--- src/rtl/rcvr_pkg.sv ---
`default_nettype none
// +------------------------------------------------------------------+
// | Package : rcvr_pkg                                               |
// | Shared FSM encoding and a width helper for the serial receiver.  |
// | Revision: 1.0  initial parametrised receiver                     |
// +------------------------------------------------------------------+
package rcvr_pkg;

  // Receiver state: hunting for the header, or collecting payload bits.
  typedef enum logic [0:0] {
    HUNT = 1'b0,
    BODY = 1'b1
  } state_t;

  // Ceiling log2, usable in constant expressions (port widths, localparams).
  function automatic int clog2(input int value);
    int result;
    result = 0;
    for (int i = 0; i < 31; i++) begin
      if ((1 << i) < value) begin
        result = i + 1;
      end
    end
    return result;
  endfunction

endpackage
`default_nettype wire

--- src/rtl/sync_fifo.sv ---
`default_nettype none
// +------------------------------------------------------------------+
// | Module  : sync_fifo                                              |
// | Single-clock FIFO with combinational head read and a separate    |
// | occupancy counter; push while full is accepted only with a pop.  |
// | Revision: 1.0  initial parametrised receiver                     |
// +------------------------------------------------------------------+
module sync_fifo
  import rcvr_pkg::*;
#(
  parameter int WIDTH = 8,
  parameter int DEPTH = 4
) (
  input  logic                  clock,
  input  logic                  reset,
  input  logic                  push,
  input  logic                  pop,
  input  logic [WIDTH-1:0]      din,
  output logic [WIDTH-1:0]      dout,
  output logic                  empty,
  output logic                  full,
  output logic [clog2(DEPTH):0] level
);

  localparam int PTR_W = clog2(DEPTH);
  localparam int LVL_W = PTR_W + 1;
  localparam logic [LVL_W-1:0] c_full_level = LVL_W'(DEPTH);

  logic [WIDTH-1:0] r_mem [DEPTH];
  logic [PTR_W-1:0] r_wr_ptr;
  logic [PTR_W-1:0] r_rd_ptr;
  logic [LVL_W-1:0] r_level;
  logic             w_do_push;
  logic             w_do_pop;

  assign empty     = (r_level == '0);
  assign full      = (r_level == c_full_level);
  // A pop frees a slot in the same cycle, so push+pop is legal even when full.
  assign w_do_pop  = pop && !empty;
  assign w_do_push = push && (!full || w_do_pop);
  assign dout      = r_mem[r_rd_ptr];
  assign level     = r_level;

  // Storage array; contents are don't-care after reset because level is zero.
  always_ff @(posedge clock) begin
    if (w_do_push) begin
      r_mem[r_wr_ptr] <= din;
    end
  end

  // Pointers wrap naturally (power-of-2 depth); level tracks occupancy.
  always_ff @(posedge clock) begin
    if (reset) begin
      r_wr_ptr <= '0;
      r_rd_ptr <= '0;
      r_level  <= '0;
    end else begin
      if (w_do_push) begin
        r_wr_ptr <= r_wr_ptr + PTR_W'(1);
      end
      if (w_do_pop) begin
        r_rd_ptr <= r_rd_ptr + PTR_W'(1);
      end
      if (w_do_push && !w_do_pop) begin
        r_level <= r_level + LVL_W'(1);
      end else if (!w_do_push && w_do_pop) begin
        r_level <= r_level - LVL_W'(1);
      end
    end
  end

endmodule
`default_nettype wire

--- src/rtl/rcvr_fifo.sv ---
`default_nettype none
// +------------------------------------------------------------------+
// | Module  : rcvr_fifo                                              |
// | Serial frame receiver: sliding-window header hunt, DATA_W-bit    |
// | payload capture, words buffered in a DEPTH-entry FIFO.           |
// | Revision: 1.0  initial parametrised receiver                     |
// +------------------------------------------------------------------+
module rcvr_fifo
  import rcvr_pkg::*;
#(
  parameter int                HDR_W  = 8,
  parameter logic [HDR_W-1:0]  HDR    = 8'hA5,
  parameter int                DATA_W = 8,
  parameter int                DEPTH  = 4
) (
  input  logic                  clock,
  input  logic                  reset,
  input  logic                  data_in,
  input  logic                  reading,
  output logic                  ready,
  output logic                  overrun,
  output logic [clog2(DEPTH):0] level,
  output logic [DATA_W-1:0]     data_out
);

  localparam int HC_W = clog2(HDR_W + 1);
  localparam int BC_W = clog2(DATA_W + 1);
  localparam logic [HC_W-1:0] c_hunt_sat  = HC_W'(HDR_W);
  localparam logic [HC_W-1:0] c_hunt_min  = HC_W'(HDR_W - 1);
  localparam logic [BC_W-1:0] c_last_bit  = BC_W'(DATA_W - 1);

  state_t              r_state;
  state_t              w_next_state;
  // Only the newest HDR_W-1 bits are kept; the live data_in completes the window.
  logic [HDR_W-2:0]    r_win;
  logic [HDR_W-1:0]    w_win_shift;
  logic [HC_W-1:0]     r_hunt_cnt;
  logic [BC_W-1:0]     r_bit_cnt;
  logic [DATA_W-1:0]   w_word;
  logic                w_match;
  logic                w_word_done;
  logic                r_overrun;
  logic                w_fifo_empty;
  logic                w_fifo_full;

  assign w_win_shift = {r_win, data_in};
  assign w_match     = (w_win_shift == HDR) && (r_hunt_cnt >= c_hunt_min);
  assign w_word_done = (r_state == BODY) && (r_bit_cnt == c_last_bit);

  // Payload shifter: the completed word includes the bit sampled this cycle.
  generate
    if (DATA_W > 1) begin : g_wide_payload
      logic [DATA_W-2:0] r_payload;
      assign w_word = {r_payload, data_in};
      // Shift payload bits only while collecting a frame body.
      always_ff @(posedge clock) begin
        if (reset) begin
          r_payload <= '0;
        end else if (r_state == BODY) begin
          r_payload <= w_word[DATA_W-2:0];
        end
      end
    end else begin : g_single_payload
      assign w_word = data_in;
    end
  endgenerate

  // State register.
  always_ff @(posedge clock) begin
    if (reset) begin
      r_state <= HUNT;
    end else begin
      r_state <= w_next_state;
    end
  end

  // Next-state: header match starts a body, last payload bit ends it.
  always_comb begin
    w_next_state = r_state;
    case (r_state)
      HUNT:    if (w_match)     w_next_state = BODY;
      BODY:    if (w_word_done) w_next_state = HUNT;
      default: w_next_state = HUNT;
    endcase
  end

  // Header window, hunt counter and payload bit counter.
  always_ff @(posedge clock) begin
    if (reset) begin
      r_win      <= '0;
      r_hunt_cnt <= '0;
      r_bit_cnt  <= '0;
    end else if (r_state == HUNT) begin
      r_win     <= w_win_shift[HDR_W-2:0];
      r_bit_cnt <= '0;
      if (r_hunt_cnt != c_hunt_sat) begin
        r_hunt_cnt <= r_hunt_cnt + HC_W'(1);
      end
    end else begin
      r_bit_cnt <= r_bit_cnt + BC_W'(1);
      // Start the next hunt from scratch so payload bits never form a header.
      if (w_word_done) begin
        r_win      <= '0;
        r_hunt_cnt <= '0;
      end
    end
  end

  // Sticky overrun: set on a dropped word, cleared by any reading cycle.
  always_ff @(posedge clock) begin
    if (reset) begin
      r_overrun <= 1'b0;
    end else if (reading) begin
      r_overrun <= 1'b0;
    end else if (w_word_done && w_fifo_full) begin
      r_overrun <= 1'b1;
    end
  end

  sync_fifo #(
    .WIDTH (DATA_W),
    .DEPTH (DEPTH)
  ) u_fifo (
    .clock (clock),
    .reset (reset),
    .push  (w_word_done),
    .pop   (reading),
    .din   (w_word),
    .dout  (data_out),
    .empty (w_fifo_empty),
    .full  (w_fifo_full),
    .level (level)
  );

  assign ready   = !w_fifo_empty;
  assign overrun = r_overrun;

endmodule
`default_nettype wire
--- config.mk ---
export PLATFORM = sky130hd
export DESIGN_NAME = rcvr_fifo
export DESIGN_NICKNAME = d
export VERILOG_FILES = /design/src/rtl/rcvr_pkg.sv /design/src/rtl/sync_fifo.sv /design/src/rtl/rcvr_fifo.sv
export SDC_FILE = /design/constraint.sdc
export NUM_CORES = 1
export LEC_CHECK = 0
export ABC_AREA = 0
export ABC_CLOCK_PERIOD_IN_PS = 4500
export CAP_MARGIN = 5
export CORE_UTILIZATION = 55
export DETAILED_ROUTE_END_ITERATION = 8
export GPL_ROUTABILITY_DRIVEN = 0
export GPL_TIMING_DRIVEN = 0
export HOLD_SLACK_MARGIN = 0.12
export PLACE_DENSITY = 0.8
export RECOVER_POWER = 50
export SYNTH_ARGS = -nofsm -noshare
export SYNTH_HDL_FRONTEND = slang
export SYNTH_SLANG_ARGS = --single-unit
--- constraint.sdc ---
create_clock -name clock -period 4.5 [get_ports clock]
set_input_delay 0.9 -clock clock [delete_from_list [all_inputs] [get_ports clock]]
set_output_delay 0.9 -clock clock [all_outputs]
set_load 0.03 [all_outputs]
==> reports/metrics.yaml <==
hold_viol: 0
outcome: "finished, final reports clean"
cp-end-kind: "output pin"
r2r-start: "r_state"
period_share_pct: 66.5
clkLatencyLatePin_ps: 330
syn_inst: 179
critical_path_class: "reg2out"
vdd_drop_max_mv: 0.419
rsz0062_at_grt: "false"
cts_setup_buffers: 0
highest_layer: "met4"
start_util_pct: 58.5
syn_nets: 192
worstPathRequired_ps: 3600
p_per_area_nw_per_um2: 487
finish.instance_area_sq_um: 2970
layout_common_cells: "dfxtp_1 (33), edfxtp_1 (32), nor2_1 (21)"
drt-pass1-iter-count: 4
cts_tree: "done"
final_nets: 218
drv_cap: 0
ant_nets: 0
syn_area_per_cell_sq_um: 14.5
slew_headroom_pct: 56.8
leakage_nw: 1.13
fp.dieH_um: 70.7
dp.cells: 246
ios: 17
die_w_um: 70.7
cp-start-kind: "flip-flop"
wl_met2_um: 2220
seqCellArea_sq_um: 1620
yosysSeqAreaShare_pct: 62.4
synthArstFlopShare_pct: 0
cp.arrival_ps: 2090
wl_met3_um: 97
clk_pin_slew_ps: 60
max_freq_mhz: 334
instances_no_fill: 262
n_fill_cell: 321
numClockSinks: 65
vias: 1452
grt_remaining_overflow: 0
drt_iter0_drc: 127
post_drt_wl_per_cell_um: 16.6
cts_root_buf: "clkbuf_8"
finalPower_mw: 1.45
wl_met1_um: 1940
vias_per_cell: 5.54
drv_slew: 0
grt_pass1_vias: 1586
routed_wl_um: 4340
core-area_sq_um: 4440
cts_resized: 0
final_common_cell: "dfxtp_1"
syn_area_sq_um: 2600
setup_viol: 0
ys_types: 39
grt_pass1_wl_um: 7560
crit_path_max_fanout: 8
yosysWarningCount: 0
drc: 0
rows: 24
drive_above_1_share_pct: 14.8
die_area_sq_um: 5000
antenna_found_initial: 0
min_period_ps: 2990
dpl_cell_area_sq_um: 2810
diodes: 0
synth_edf_count: 32
cts_max_path_buffers: 2
dpl.hpwl_um: 3010
cts_inserted_buffers: 9
cts_htree_levels: 3
hold_buffers: 0
synthFlopType: "dfxtp_1"
setup_tns_ps: 0
layout-area-overhead-vs-synth_pct: 14.4
multi_input_area_sq_um: 907
hold_path_class: "reg2reg"
finalClockSkew_ps: 5.55
port_buffers: 15
worst_pin_slew_ps: 649
grt_usage_pct: 20.6
ys_ff_latch: 65
hp-start: "r_bit_cnt[0]"
grt_max_degree: 11
-- Yosys cell counts (all sizes together), types with 2 or more instances --
cell    count  area share [%]
mux4        8             6.9
nand2b      4            0.96
nor4bb      2            0.77
buf         7             1.4
and3b       2            0.67
o21ai       2            0.39
and2        4            0.96
a21oi       2            0.39
dfxtp      33              25
inv         7             1.0
nor2       23             3.8
nand3       2            0.39
mux2i      10             3.9
ha          8             3.9
edfxtp     32              37
or3         4            0.96
xor2        5             1.7
a22o        7             2.4
-- area by class of cell --
type | count | share of cell area, %
Buffer | 7 | 1.01
Clock buffer | 13 | 5.34
Multi-Input combinational cell | 100 | 30.5
Sequential cell | 65 | 54.5
Timing Repair Buffer | 15 | 5.05
Clock inverter | 3 | 0.505
Tap cell | 52 | 2.19
Inverter | 7 | 0.883
-- flip-flops by register name, indices dropped and copies added (netlist names), named ones only --
| name | flops |
|---|---|
| u_fifo.r_rd_ptr | 2 |
| r_state | 1 |
| r_win | 7 |
| u_fifo.r_wr_ptr | 2 |
| r_bit_cnt | 4 |
| g_wide_payload.r_payload | 7 |
| u_fifo.r_mem | 32 |
| overrun | 1 |
| r_hunt_cnt | 4 |
| u_fifo.level | 3 |
-- final timing paths --
| check | slack, ps | to | depth (start not counted) |
|---|---|---|---|
| worst max-delay path | 1510 | data_out[2] | 3 |
| worst min-delay path | 450 | r_bit_cnt[0] | 1 |
| worst max register to register | 2090 | u_fifo.level[2] | 9 |
| worst min register to register | 450 | r_bit_cnt[0] | 1 |
-- kinds of logic (layout without fill, tap and decap cells) --
group                    count (synthesis)  count (layout)  synth area share [%]
AO/OA/AOI/OAI                           20              20                  6.79
XOR/XNOR                                 6               6                  2.02
adder cells (fa/ha/maj)                  9               9                  4.62
buffers and inverters                   14              45                  2.41
flip-flops                              65              65                  62.4
multiplexers                            19              19                  11.4
AND/OR/NAND/NOR                         46              46                  10.4
-- through the flow --
step / worst slack (ps) / hold slack [ps] / util, %
3_3_place_gp: 1400 / 427 / 63.3
6_report: 1510 / 450 / 66.9
2_1_floorplan: 2080 / 418 / -
5_1_grt: 1430 / 490 / 66.9
3_5_place_dp: 1320 / 435 / 63.3
4_1_cts: 1470 / 450 / 67.2
-- critical path, cell delays in order, from the launching register on --
cell             delay [ps]
dfxtp_1                 320
buf_2                   280
mux4_2                  560
clkdlybuf4s50_1         600
-- where the power goes --
group          switching [mW]  internal [mW]
registers              0.0417          0.643
logic                   0.178          0.156
clock network           0.203          0.228
-- metal layers --
metal,global-route usage [%],up-vias
li1,-,714
met1,24.8,707
met2,34.0,23
met3,5.27,8
met4,11.6,0
met5,0,-
(Power assumes the default switching activity.)
